--- config.mk ---
export PLATFORM = sky130hd
export DESIGN_NAME = rgb_to_hsv_flat
export DESIGN_NICKNAME = d
export VERILOG_FILES = /design/src/rtl/rgb_to_hsv_if.sv /design/src/rtl/rgb_to_hsv.sv /design/src/flat_wrapper.sv
export SDC_FILE = /design/constraint.sdc
export NUM_CORES = 1
export LEC_CHECK = 0
export ABC_CLOCK_PERIOD_IN_PS = 16550
export BUFFER_PORTS_ARGS = -buffer_cell sky130_fd_sc_hd__buf_2
export CAP_MARGIN = 20
export CORE_ASPECT_RATIO = 0.75
export CORE_MARGIN = 2
export CORE_UTILIZATION = 45
export CTS_CLUSTER_SIZE = 25
export DETAILED_ROUTE_END_ITERATION = 6
export PLACE_DENSITY = 0.6
export SYNTH_ARGS = -nofsm -noshare
export SYNTH_HDL_FRONTEND = slang
export SYNTH_SLANG_ARGS = --single-unit
--- constraint.sdc ---
create_clock -name clock_i -period 16.55 [get_ports clock_i]
set_input_delay 0.8275 -clock clock_i [delete_from_list [all_inputs] [get_ports clock_i]]
set_output_delay 0.8275 -clock clock_i [all_outputs]
set_load 0.01 [all_outputs]
--- src/rtl/rgb_to_hsv_if.sv ---
// rgb_to_hsv_if: start/valid handshake bundle for the RGB to HSV converter
// master drives start and the three duty cycles; slave returns busy, valid and the HSV result
interface rgb_to_hsv_if #(parameter int DATA_W = 8);
  logic              start;
  logic [DATA_W-1:0] red_dutycycle;
  logic [DATA_W-1:0] green_dutycycle;
  logic [DATA_W-1:0] blue_dutycycle;
  logic              busy;
  logic              valid;
  logic [8:0]        hue;
  logic [DATA_W-1:0] saturation;
  logic [DATA_W-1:0] value;
  modport master (output start, red_dutycycle, green_dutycycle, blue_dutycycle,
                  input busy, valid, hue, saturation, value);
  modport slave  (input start, red_dutycycle, green_dutycycle, blue_dutycycle,
                  output busy, valid, hue, saturation, value);
endinterface

--- src/rtl/rgb_to_hsv.sv ---
// rgb_to_hsv: integer RGB to HSV converter sharing one restoring divider for saturation then hue
// ports: clock_i rising-edge clock, reset_i async active-low reset, bus slave handshake/result bundle
module rgb_to_hsv #(
  parameter int DATA_W = 8
) (
  input  logic         clock_i,
  input  logic         reset_i,
  rgb_to_hsv_if.slave  bus
);
  localparam int QW = 2 * DATA_W;
  localparam int CW = $clog2(QW);
  typedef enum logic [2:0] {IDLE, LOAD, DIV_S, DIV_H, DONE} state_t;
  state_t state_q, state_d;
  logic [DATA_W-1:0] r_q, r_d, g_q, g_d, b_q, b_d;
  logic [DATA_W-1:0] max_q, max_d, delta_q, delta_d, dvs_q, dvs_d, rem_q, rem_d;
  logic [DATA_W-1:0] sat_q, sat_d, sat_o_q, sat_o_d, val_q, val_d;
  logic [QW-1:0]     num_q, num_d, quo_q, quo_d;
  logic [CW-1:0]     cnt_q, cnt_d;
  logic [1:0]        dom_q, dom_d;
  logic              neg_q, neg_d;
  logic [8:0]        hue_q, hue_d;
  logic [DATA_W-1:0] mx, mn;
  logic [1:0]        dom;
  logic signed [DATA_W+1:0] diff;
  logic [DATA_W:0]   mag, sh, sub;
  logic [QW-1:0]     quo_n;
  logic              ge, last;
  logic [9:0]        off;
  logic signed [10:0] h_raw, h_wrap;
  logic [8:0]        hue_fin;
  always_comb begin
    mx = r_q >= g_q ? (r_q >= b_q ? r_q : b_q) : (g_q >= b_q ? g_q : b_q);
    mn = r_q <= g_q ? (r_q <= b_q ? r_q : b_q) : (g_q <= b_q ? g_q : b_q);
    // ties resolve R, then G, then B
    dom = (r_q >= g_q && r_q >= b_q) ? 2'd0 : (g_q >= b_q ? 2'd1 : 2'd2);
    diff = dom == 2'd0 ? $signed({2'b0, g_q}) - $signed({2'b0, b_q}) :
           dom == 2'd1 ? $signed({2'b0, b_q}) - $signed({2'b0, r_q}) :
                         $signed({2'b0, r_q}) - $signed({2'b0, g_q});
    mag = (DATA_W+1)'(diff[DATA_W+1] ? -diff : diff);
    // one restoring step: remainder stays below the divisor, so DATA_W+1 bits hold the shifted trial
    sh = {rem_q, quo_q[QW-1]};
    ge = sh >= {1'b0, dvs_q};
    sub = sh - {1'b0, dvs_q};
    quo_n = {quo_q[QW-2:0], ge};
    last = cnt_q == CW'(QW - 1);
    off = dom_q == 2'd0 ? 10'd0 : dom_q == 2'd1 ? 10'd120 : 10'd240;
    h_raw = neg_q ? $signed({1'b0, off}) - $signed({1'b0, quo_n[9:0]})
                  : $signed({1'b0, off}) + $signed({1'b0, quo_n[9:0]});
    h_wrap = h_raw < 0 ? h_raw + 11'sd360 : h_raw;
    hue_fin = (delta_q == '0 || h_wrap == 11'sd360) ? 9'd0 : h_wrap[8:0];
  end
  always_comb begin
    state_d = state_q;
    r_d = r_q;
    g_d = g_q;
    b_d = b_q;
    max_d = max_q;
    delta_d = delta_q;
    dvs_d = dvs_q;
    rem_d = rem_q;
    quo_d = quo_q;
    num_d = num_q;
    dom_d = dom_q;
    neg_d = neg_q;
    sat_d = sat_q;
    sat_o_d = sat_o_q;
    val_d = val_q;
    hue_d = hue_q;
    cnt_d = '0;
    unique case (state_q)
      IDLE: if (bus.start) begin
        r_d = bus.red_dutycycle;
        g_d = bus.green_dutycycle;
        b_d = bus.blue_dutycycle;
        state_d = LOAD;
      end
      LOAD: begin
        max_d = mx;
        delta_d = mx - mn;
        dom_d = dom;
        neg_d = diff[DATA_W+1];
        num_d = QW'(mag) * QW'(60);
        quo_d = QW'(mx - mn) * QW'((1 << DATA_W) - 1);
        dvs_d = mx;
        rem_d = '0;
        state_d = DIV_S;
      end
      DIV_S: begin
        cnt_d = cnt_q + 1'b1;
        rem_d = sub[DATA_W-1:0];
        rem_d = ge ? sub[DATA_W-1:0] : sh[DATA_W-1:0];
        quo_d = quo_n;
        if (last) begin
          sat_d = quo_n[DATA_W-1:0];
          quo_d = num_q;
          dvs_d = delta_q;
          rem_d = '0;
          state_d = DIV_H;
        end
      end
      DIV_H: begin
        cnt_d = cnt_q + 1'b1;
        rem_d = ge ? sub[DATA_W-1:0] : sh[DATA_W-1:0];
        quo_d = quo_n;
        if (last) begin
          hue_d = hue_fin;
          sat_o_d = max_q == '0 ? '0 : sat_q;
          val_d = max_q;
          state_d = DONE;
        end
      end
      DONE: state_d = IDLE;
      default: state_d = IDLE;
    endcase
  end
  always_ff @(posedge clock_i or negedge reset_i) begin
    if (!reset_i) begin
      state_q <= IDLE;
      r_q <= '0;
      g_q <= '0;
      b_q <= '0;
      max_q <= '0;
      delta_q <= '0;
      dvs_q <= '0;
      rem_q <= '0;
      quo_q <= '0;
      num_q <= '0;
      dom_q <= '0;
      neg_q <= 1'b0;
      sat_q <= '0;
      sat_o_q <= '0;
      val_q <= '0;
      hue_q <= '0;
      cnt_q <= '0;
    end else begin
      state_q <= state_d;
      r_q <= r_d;
      g_q <= g_d;
      b_q <= b_d;
      max_q <= max_d;
      delta_q <= delta_d;
      dvs_q <= dvs_d;
      rem_q <= rem_d;
      quo_q <= quo_d;
      num_q <= num_d;
      dom_q <= dom_d;
      neg_q <= neg_d;
      sat_q <= sat_d;
      sat_o_q <= sat_o_d;
      val_q <= val_d;
      hue_q <= hue_d;
      cnt_q <= cnt_d;
    end
  end
  assign bus.busy = state_q != IDLE;
  assign bus.valid = state_q == DONE;
  assign bus.hue = hue_q;
  assign bus.saturation = sat_o_q;
  assign bus.value = val_q;
endmodule
--- src/flat_wrapper.sv ---
// flat-port wrapper written by rule: the top's interface ports become plain ports
module rgb_to_hsv_flat 
#(
  parameter int DATA_W = 8
)
  (clock_i, reset_i, bus_start, bus_red_dutycycle, bus_green_dutycycle, bus_blue_dutycycle, bus_busy, bus_valid, bus_hue, bus_saturation, bus_value);
  rgb_to_hsv_if #(.DATA_W(DATA_W)) bus_i ();
  input  logic clock_i;
  input  logic reset_i;
  input wire logic [$bits(bus_i.start)-1:0] bus_start;
  input wire logic [$bits(bus_i.red_dutycycle)-1:0] bus_red_dutycycle;
  input wire logic [$bits(bus_i.green_dutycycle)-1:0] bus_green_dutycycle;
  input wire logic [$bits(bus_i.blue_dutycycle)-1:0] bus_blue_dutycycle;
  output wire logic [$bits(bus_i.busy)-1:0] bus_busy;
  output wire logic [$bits(bus_i.valid)-1:0] bus_valid;
  output wire logic [$bits(bus_i.hue)-1:0] bus_hue;
  output wire logic [$bits(bus_i.saturation)-1:0] bus_saturation;
  output wire logic [$bits(bus_i.value)-1:0] bus_value;
  assign bus_i.start = bus_start;
  assign bus_i.red_dutycycle = bus_red_dutycycle;
  assign bus_i.green_dutycycle = bus_green_dutycycle;
  assign bus_i.blue_dutycycle = bus_blue_dutycycle;
  assign bus_busy = bus_i.busy;
  assign bus_valid = bus_i.valid;
  assign bus_hue = bus_i.hue;
  assign bus_saturation = bus_i.saturation;
  assign bus_value = bus_i.value;
  rgb_to_hsv #(.DATA_W(DATA_W)) u_core (.clock_i(clock_i), .reset_i(reset_i), .bus(bus_i));
endmodule
# [Word-level counts from Yosys, hierarchy flattened]
# Index checks and enable logic that the tools add are counted.
[op_classes] n_reduce_logical=16 mul=2 n_mux=29 magnitude_cmp=8 addsub=11 n_eq_ne=11
[ops] cell="$mux W8" count=11
[ops] cell="$pmux W16 S3" count=1
[ops] cell="$sub A8 B8 Y9" count=4
[ops] cell="$mux W10" count=3
[ops] cell="$ge A8 B8 Y1" count=3
[ops] cell="$le A8 B8 Y1" count=3
[ops] cell="$pmux W8 S3" count=1
[ops] cell="$mux W11" count=2
[ops] cell="$mux W9" count=2
[ops] cell="$logic_not A8 Y1" count=2
[ops] cell="$mul A16 B8 Y16 const B" count=1
[ops] cell="$mux W16" count=1
[ops] cell="$pmux W8 S2" count=1
[ops] cell="$sub A8 B8 Y8" count=2
[ops] cell="$mul A9 B4 Y13 const B" count=1
[ops] cell="$pmux W3 S4" count=1
[ops] cell="$add A10 B10 Y11" count=1
[ops] cell="$add A11 B10 Y11 const B" count=1
[ops] cell="$eq A11 B10 Y1 const B" count=1
[ops] cell="$lt A11 B1 Y1 const B" count=1
[ops] cell="$sub A10 B10 Y11" count=1
[ops] cell="$ge A9 B8 Y1" count=1
[ops] cell="$mux W3" count=3
[ops] cell="$neg A9 Y9" count=1
[ops] cell="other kinds (19)" count=28
[word_totals] out_inout_bits=27 ff_bits=128 wordCells=94

# [Longest topological paths before layout]
# Gate-level depths: netlist of run 1.
[logic_depth] depth_word=10 ltp_mapped=39 mapped_depth_nobuf=38

# [Worst setup path after synthesis of run 1]
# Ideal clock, no wire load.
[synth_timing] path_type="register to register" start="register u_core.g_q[1]" end="register u_core.quo_q[15]" required_time_ns=16.474 n_path_buf=0 path_slack_ns=7.990 t_arrival_ns=8.484 path_stages_with_launch=36 cell_sequence="dfrtp_1 -> inv_1 -> ha_1 -> nor2b_1 -> o21a_1 -> o21a_1 -> or4_1 -> a31oi_1 -> nor2b_1 -> o22a_1 -> mux2i_1 -> nor2_1 -> a221o_1 -> fa_1 -> nand2b_1 -> a21bo_2 -> or4_1 -> a21boi_0 -> or3b_1 -> nand2_1 -> ha_1 -> fa_1 -> fa_1 -> inv_1 -> fa_1 -> inv_1 -> ha_1 -> and2_1 -> o21ai_0 -> o31ai_1 -> o21ai_0 -> nand2b_1 -> a21oi_1 -> xnor3_1 -> xor2_1 -> o21ai_1"
[synth_via] elab_chain_cells=6 elab_cells_between_ends=11 classes_between="add/sub (1); mul (1); order compare (4); mux (5)"
[synth_lines] element="from (decl)" line_no="rgb_to_hsv.sv:14" rtl="logic [DATA_W-1:0] r_q, r_d, g_q, g_d, b_q, b_d;"
[synth_lines] element="from (signal assigned)" line_no="rgb_to_hsv.sv:138" rtl="g_q <= g_d;"
[synth_lines] element="$ge A8 B8 Y1 or $le A8 B8 Y1 (tied branches)" line_no="rgb_to_hsv.sv:32, rgb_to_hsv.sv:33"
[synth_lines] element="$mux W8 (on tied branches) (2 in a row)" line_no="rgb_to_hsv.sv:32, rgb_to_hsv.sv:33"
[synth_lines] element="$sub A8 B8 Y9 *" line_no="rgb_to_hsv.sv:83" rtl="quo_d = QW'(mx - mn) * QW'((1 << DATA_W) - 1);"
[synth_lines] element="$mul A16 B8 Y16 *" line_no="rgb_to_hsv.sv:83"
[synth_lines] element="$pmux W16 S3 *" line_no="rgb_to_hsv.sv:70" rtl="unique case (state_q)"
[synth_lines] element="to (signal assigned)" line_no="rgb_to_hsv.sv:144" rtl="quo_q <= quo_d;"
[synth_lines] element="to (decl)" line_no="rgb_to_hsv.sv:17" rtl="logic [QW-1:0] num_q, num_d, quo_q, quo_d;"
# Mark *: on every way between the ends. The rest lies on a longest branch, timed or not.
# A chain may end at the register's enable or synchronous reset.

# [Worst setup path in the final report of run 1]
# Ends and elaborated chain as after synthesis.

==> summary.md, run 1 <==
| Metric | Value |
|---|---|
| Die Y | `141 um` |
| Buf/Inv on CP | `4` |
| Pre-antenna DRT Iters | `5` |
| Syn Nets | `1,484` |
| Die W | `187 um` |
| Hold Path Class | `register to register` |
| Delay-heaviest family, CP | `compound AO/OA/AOI/OAI gates` |
| CTS tree | `built` |
| CTS Hold Buffers Added | `0` |
| Mapped Avg Cell Area | `approximately 8.6 um^2` |
| Area of the multi-input gates | `7440 um^2` |
| Nets | `1,522` |
| Root Buffer | `clkbuf_16` |
| Die area | `26,300 um^2` |
| Clock slew at reported path FFs | `0.07 ns` |
| Slew @ Worst Pin | `1.07 ns` |
| Synth area leader | `dfrtp_1` |
| Post-synth EDFFs | `0` |
| I/O Buffers | `53` |
| Total of max-cap violations | `0` |
| CTS sink count | `between 100 and 150` |
| Starting Density | `45.5%` |
| Critical path class | `register to register` |
| Register area share after synthesis | `28.4%` |
| Antenna violations before repair | `0` |
| Via Count | `9,481` |
| Layout fillers | `about 2,400` |
| Drc violations | `0` |
| Slowest library cell on the worst path | `mux2i_1` |
| Fin util | `50.5%` |
| Total Neg Setup Slack | `0 ns` |
| GRT overflow | `0` |
| Layout cell share with drive strength beyond 1 | `9.24%` |
| Largest cells by area after synthesis | `dfrtp_1 28%, ha_1 11%, fa_1 8.2%` |
| Setup Buffers After CTS | `0` |
| WP data arrival | `a little over 10 ns` |
| Total routed wirelength | `31,000 um` |
| Clock latency on the worst-skew pair | `approximately 0.42 ns` |
| R2R Path Start | `u_core.g_q[1]` |
| Status | `completed` |
| Max Clk Rate | `just over 100 MHz` |
| Synthesized area | `11,300 um^2` |
| Vias in the first global route | `9,063` |
| Fin crit share | `59.2%` |
| Reg2Reg Depth | `34` |
| Drt first-iter violations | `715` |
| Required time of the critical path | `16.90 ns` |
| Worst setup path start | `u_core.g_q[1]` |
| Resize count post-CTS | `0` |
| Fin. max-slew vios | `0` |
| Reg area | `3200 um^2` |
| Synthesis Warnings | `0` |
| Min cycle time layout | `9.80 ns` |
| Gr usage total | `24.2%` |
| Setup Skew | `between 0.01 and 0.015 ns` |
| Async SR Flop Fraction | `100%` |
| First-pass GRT wire length | `50,300 um` |
| Detailed placer's ending HPWL | `23,900 um` |
| Cells after Synth | `1,312` |
| Reg2reg setup slack | `6.75 ns` |
| H-tree depth | `4` |
| CP peak stage delay | `0.61 ns` |
| RePlAce Congestion | `approximately 0.88` |
| RSZ-0062 raised after global routing | `false` |
| Routed wire length per instance | `18.2 um` |
| Diodes inserted | `0` |
| I/O Pins | `54` |
| Final Hold Viols | `0` |
| #FFs+latches synth | `around 130` |
| Top-area cell type share of the netlist area | `28.4%` |
| Setup violators final | `0` |
| Cts bufs inserted | `17` |
| Max FO, Critical Path | `8` |
| Area growth syn-to-layout | `11.0%` |
| Startpoint types | `register` |
| Reg-to-reg endpoint | `u_core.quo_q[15]` |
| Max clock buf depth | `2` |
| Element type at the critical path end | `register` |
| Relative slew slack | `27.9%` |
| Antenna viol nets, final | `0` |
| Vias per inst | `5.57` |
| Hold WS | `0.463 ns` |
| WP depth | `34` |
| Row Count | `50` |
| Largest net degree at the start of global routing | `85` |
| Core Footprint | `24,800 um^2` |
| Synth unique cells | `79` |
| Capture point of the worst path | `u_core.quo_q[15]` |
| Main synth FF type | `dfrtp_1` |
-- state kept, by name, summed over array words and instances, names as in the netlist, 3 cells and up --
name,cells
u_core.bus.hue,9
u_core.num_q,13
u_core.r_q,8
u_core.sat_q,8
u_core.cnt_q,4
u_core.bus.saturation,8
u_core.bus.value,8
u_core.b_q,8
u_core.rem_q,8
u_core.state_q,3
u_core.quo_q,16
u_core.dvs_q,8
u_core.delta_q,8
u_core.max_q,8
u_core.g_q,8
-- worst min path at each step --
stage	cells after the start	slack, ns	endpoint	from
3_3_place_gp	2	0.45	u_core.bus.value[0]	u_core.bus.value[0]
4_1_cts	1	0.46	u_core.cnt_q[0]	u_core.cnt_q[0]
2_1_floorplan	1	0.43	u_core.cnt_q[0]	u_core.cnt_q[0]
5_1_grt	2	0.49	u_core.bus.value[0]	u_core.bus.value[0]
6_report	1	0.46	u_core.cnt_q[0]	u_core.cnt_q[0]
3_5_place_dp	1	0.46	u_core.cnt_q[0]	u_core.cnt_q[0]
-- per-layer routing --
layer | global-route usage [%] | routed length, um | up-vias | part of all wire [%]
met5 | 0 | 0 | - | 0
met4 | 4.43 | 268 | 0 | 0.86
met3 | 4.88 | 2070 | 17 | 6.7
met2 | 33.9 | 12300 | 276 | 40
met1 | 38.2 | 16300 | 4534 | 53
li1 | - | - | 4654 | -
-- area by class of cell --
class / count / area share [%]
flip-flops and latches: 128 / 25.6
clock buffers: 20 / 3.49
well taps: 338 / 3.38
multi-input cells: 1016 / 59.5
inverters: 127 / 3.81
clock inverters: 12 / 1.48
repair buffers: 60 / 2.75
-- Yosys cell counts, types with 3 or more instances --
cell / instances
nand2_1: 167
nand3_1: 15
nor2b_1: 19
a21boi_0: 3
o221ai_1: 7
a221oi_1: 9
nand2b_1: 16
inv_1: 124
a21o_1: 23
a32o_1: 5
o31a_1: 5
o21a_1: 11
dfrtp_1: 128
nand4_1: 9
and2_1: 9
or4_1: 4
ha_1: 99
fa_1: 46
and3_1: 4
a31o_2: 3
a211oi_1: 5
o21ai_0: 110
o211ai_1: 6
a31oi_1: 18
or2_2: 10
a41oi_1: 7
o21bai_1: 11
mux2_2: 11
a221o_1: 3
nor3_1: 18
nor2_1: 84
a21oi_1: 84
xnor2_1: 52
a22o_1: 11
or3_1: 6
o31ai_1: 10
a22oi_1: 6
clkbuf_1: 34
buf_1: 4
xor2_1: 38
o22ai_1: 3
mux2i_1: 19
nor4_1: 8
-- through the flow --
stage	instances	instance area (um^2)	setup WS [ns]
3_3_place_gp	1668	11900	6.98
6_report	1701	12500	6.75
4_1_cts	1700	12500	6.79
2_1_floorplan	1312	11300	7.99
5_1_grt	1701	12500	5.97
3_5_place_dp	1668	11900	6.82
-- cells in the final DEF, fill, tap and decap left out, types with 38 or more instances in the layout --
| cell type | instances |
|---|---|
| ha_1 | 99 |
| fa_1 | 46 |
| buf_2 | 52 |
| nor2_1 | 83 |
| inv_1 | 124 |
| xor2_1 | 38 |
| a21oi_1 | 84 |
| o21ai_0 | 110 |
| dfrtp_1 | 128 |
| nand2_1 | 167 |
| xnor2_1 | 52 |
-- kinds of logic after synthesis --
| logic type | synth area share, % |
|---|---|
| AND/OR/NAND/NOR | 16.1 |
| AO/OA/AOI/OAI | 20.6 |
| buffers and inverters | 5.69 |
| adder cells (fa/ha/maj) | 19.3 |
| flip-flops | 28.4 |
| XOR/XNOR | 7.20 |
| multiplexers | 2.79 |
Power of run 1 is left out: the tool's default activity adds up to more than one toggle a clock period on the data nets, which glitch-free logic cannot reach.
==> run 2: changes to the inputs <==
--- a/config.mk
+++ b/config.mk
@@ -5,7 +5,8 @@
 export SDC_FILE = /design/constraint.sdc
 export NUM_CORES = 1
 export LEC_CHECK = 0
-export ABC_CLOCK_PERIOD_IN_PS = 16550
+export ABC_AREA = 1
+export ABC_CLOCK_PERIOD_IN_PS = 8020
 export BUFFER_PORTS_ARGS = -buffer_cell sky130_fd_sc_hd__buf_2
 export CAP_MARGIN = 20
 export CORE_ASPECT_RATIO = 0.75
@@ -13,7 +14,7 @@
 export CORE_UTILIZATION = 45
 export CTS_CLUSTER_SIZE = 25
 export DETAILED_ROUTE_END_ITERATION = 6
-export PLACE_DENSITY = 0.6
+export PLACE_DENSITY = 0.63
 export SYNTH_ARGS = -nofsm -noshare
 export SYNTH_HDL_FRONTEND = slang
 export SYNTH_SLANG_ARGS = --single-unit
==> constraint.sdc (replaced) <==
create_clock -name clock_i -period 8.02 [get_ports clock_i]
set_input_delay 0.401 -clock clock_i [delete_from_list [all_inputs] [get_ports clock_i]]
set_output_delay 0.401 -clock clock_i [all_outputs]
set_load 0.01 [all_outputs]
==> run 2 against run 1 <==
Net effect:
- the run now ends with design-rule violations left
- critical path depth increased by 6
- worst setup slack got worse by 6.2 ns
- fmax increased by 31%
- synthesized area increased by 3.1%
- hold slack got worse by 0.25 ns
- synthesized cell count increased by 15%
- non-clock buffer count increased by 11
- cell area increased by 3.9%
- largest cell class unchanged
==> summary.md, run 2 <==
| Metric | Value |
|---|---|
| Routed wire length per instance | `16.5 um (-9.4%)` |
| Most used cell, CP | `nand2_1` |
| Async SR Flop Fraction | `100% (unchanged)` |
| Most frequent cells in the layout | `316 x nand2_1, 231 x inv_1, 127 x dfrtp_1, 124 x a21oi_1, 113 x o21ai_0` |
| Via Count | `10,200 (+7.4%)` |
| Top-area cell type share of the netlist area | `27.6% (-0.86 points)` |
| Final instance area | `13,000 um^2 (+3.9%)` |
| Synth top cells by count | `318 x nand2_1, 234 x inv_1, 128 x dfrtp_1` |
| Main synth FF type | `dfrtp_1` |
| GRT overflow | `0 (unchanged)` |
| Reg area | `3200 um^2 (about the same)` |
| Row Count | `50 (unchanged)` |
| Final Hold Viols | `0 (unchanged)` |
| Starting Density | `46.2% (+0.72 points)` |
| Largest register FFs | `16 (unchanged)` |
| Max Clk Rate | `134 MHz (+31%)` |
| Reg-to-reg endpoint | `u_core.quo_q[15]` |
| Setup violators final | `0 (unchanged)` |
| Layout fillers | `2,434 (+1.8%)` |
| Nets | `1,740 (+14%)` |
| RePlAce Congestion | `1.00 (+13%)` |
| First-pass GRT wire length | `51,900 um (+3.1%)` |
| Synth area leader | `dfrtp_1` |
| WP data arrival | `7.84 ns (-2.31 ns)` |
| Syn Nets | `1,683 (+13%)` |
| Slew @ Worst Pin | `1.01 ns (-0.0561 ns)` |
| Antenna violations before repair | `0 (unchanged)` |
| Mapped Avg Cell Area | `7.69 um^2 (-10%)` |
| Required time of the critical path | `8.38 ns (-8.52 ns)` |
| Most frequent cell after synthesis | `nand2_1` |
| Element type at the critical path end | `register` |
| Synthesis Warnings | `0 (unchanged)` |
| Detailed placer's ending HPWL | `25,200 um (+5.2%)` |
| Cts bufs inserted | `17 (unchanged)` |
| Reg2reg setup slack | `0.54 ns (-6.21 ns)` |
| Min cycle time layout | `7.48 ns (-2.32 ns)` |
| Startpoint types | `register` |
| Hold Crit Depth | `3 (+2)` |
| Root Buffer | `clkbuf_16` |
| Cells after Synth | `1,511 (+15%)` |
| Buf/Inv on CP | `6 (+2)` |
| I/O Pins | `54 (unchanged)` |
| Antenna viol nets, final | `0 (unchanged)` |
| Commonest non-fill, non-tap cell in the layout | `nand2_1` |
| RSZ-0062 raised after global routing | `false` |
| Die area | `27,100 um^2 (+3.1%)` |
| Hold WS | `0.213 ns (-0.250 ns)` |
| Clock latency on the worst-skew pair | `0.43 ns (about the same)` |
| Die Y | `143 um (+1.5%)` |
| Post-synth EDFFs | `0 (unchanged)` |
| Reg2Reg Depth | `40 (+18%)` |
| Setup Skew | `0.0130 ns (-0.000816 ns)` |
| Slowest library cell on the worst path | `fa_1` |
| Hold Crit Start | `bus_green_dutycycle[0]` |
| Max clock buf depth | `2 (unchanged)` |
| Synthesized area | `11,600 um^2 (+3.1%)` |
| DP Area | `12,300 um^2 (+3.6%)` |
| Diodes inserted | `0 (unchanged)` |
| Top reg by flops | `u_core.quo_q` |
| #FFs+latches synth | `128 (unchanged)` |
| Delay-heaviest family, CP | `adder cells` |
| Status | `complete, but fails checks` |
| Fin crit share | `93.3% (+34 points)` |
| Layout cell share with drive strength beyond 1 | `12.9% (+3.7 points)` |
| Gr usage total | `24.5% (+0.29 points)` |
| Vias per inst | `5.31 (-4.8%)` |
| Area of the multi-input gates | `7350 um^2 (-1.1%)` |
| Max FO, Critical Path | `7 (-1)` |
| Die W | `190 um (+1.5%)` |
| CP peak stage delay | `0.58 ns (-0.03 ns)` |
| Synth unique cells | `69 (-13%)` |
| Register area share after synthesis | `27.6% (-0.86 points)` |
| Total routed wirelength | `31,700 um (+2.2%)` |
| Total Neg Setup Slack | `0 ns (unchanged)` |
| Failing checks | `design-rule violations` |
| Drc violations | `10 (+10)` |
| Critical path class | `register to register` |
| Relative slew slack | `32.2% (+4.2 points)` |
| Hold Path Class | `input port to register` |
| I/O Buffers | `53 (unchanged)` |
| Total of max-cap violations | `0 (unchanged)` |
| Clock slew at reported path FFs | `0.07 ns (about the same)` |
| Fin. max-slew vios | `0 (unchanged)` |
| WHS Endpoint | `u_core.g_q[0]` |
| Area growth syn-to-layout | `11.8%` |
| Vias in the first global route | `9,516 (+5.0%)` |
| R2R Path Start | `u_core.b_q[2]` |
| Largest cells by area after synthesis | `dfrtp_1 28%, ha_1 11%, nand2_1 10%` |
| Drt first-iter violations | `937 (+31%)` |
| CTS tree | `built` |
| H-tree depth | `4 (unchanged)` |
| Largest net degree at the start of global routing | `67 (-21%)` |
| Core Footprint | `25,100 um^2 (+1.5%)` |
| CTS sink count | `128 (unchanged)` |
| Pre-antenna DRT Iters | `7 (+2)` |
run 2: cell types whose count changed after synthesis, moves of 19 or more:
cell     previous run  this run
xnor2_1            52        15
nand2_1           167       318
mux2i_1            19         0
nand3_1            15        55
inv_1             124       234
nor2b_1            19         0
a21oi_1            84       124
run 2: logic make-up after synthesis:
family	count (synthesis)	share of synthesized area (%)
flops	128	27.6
fa+ha+maj	145	18.6
xor+xnor	70	5.83
buf+inv	286	9.43
simple gates	549	21.8
compound gates	333	16.8
run 2: metrics by stage:
step | utilization, % | setup slack, ns | std cells
final | 51.7 | 0.541 | 1919
after global placement | 48.8 | 0.296 | 1882
after global routing | 51.7 | 0.0334 | 1919
after detailed placement | 48.8 | 0.323 | 1882
after CTS | 51.3 | 0.253 | 1915
after floorplan | - | 1.21 | 1511
run 2: timing repair:
| item | CTS | global route |
|---|---|---|
| endpoints found under the hold margin | 37 | 0 |
| gates resized for setup | 0 | 13 |
| buffers inserted | 0 | 3 |
| hold buffers | 1 | 0 |
| setup endpoints to repair | 0 | 5 |
run 2: area by class of cell:
cell class                      count  area share [%]
Tap cell                          338            3.26
Timing Repair Buffer               71            3.30
Sequential cell                   128            24.7
Clock inverter                     11            1.17
Inverter                          253            7.39
Clock buffer                       21            3.62
Multi-Input combinational cell   1097            56.6
run 2: worst min-delay path, stage by stage:
cell and delay, ns:
buf_2 0.07, nor2_1 0.03, a21oi_1 0.10
run 2: how the worst max path moves through the flow:
stage,start,end,depth (start not counted)
after floorplan,u_core.b_q[2],u_core.quo_q[15],33
after global placement,u_core.b_q[2],u_core.quo_q[15],38
after detailed placement,u_core.b_q[2],u_core.quo_q[15],39
after CTS,u_core.b_q[2],u_core.quo_q[15],39
after global routing,u_core.b_q[4],u_core.quo_q[13],38
final,u_core.b_q[2],u_core.quo_q[15],40
run 2: routing by layer:
layer | track usage, % | part of all wire (%)
met3 | 4.94 | 7.6
met5 | 0 | 0
met4 | 4.94 | 0.93
met1 | 39.3 | 53
met2 | 33.1 | 39
Power of run 2 is left out for the same reason.
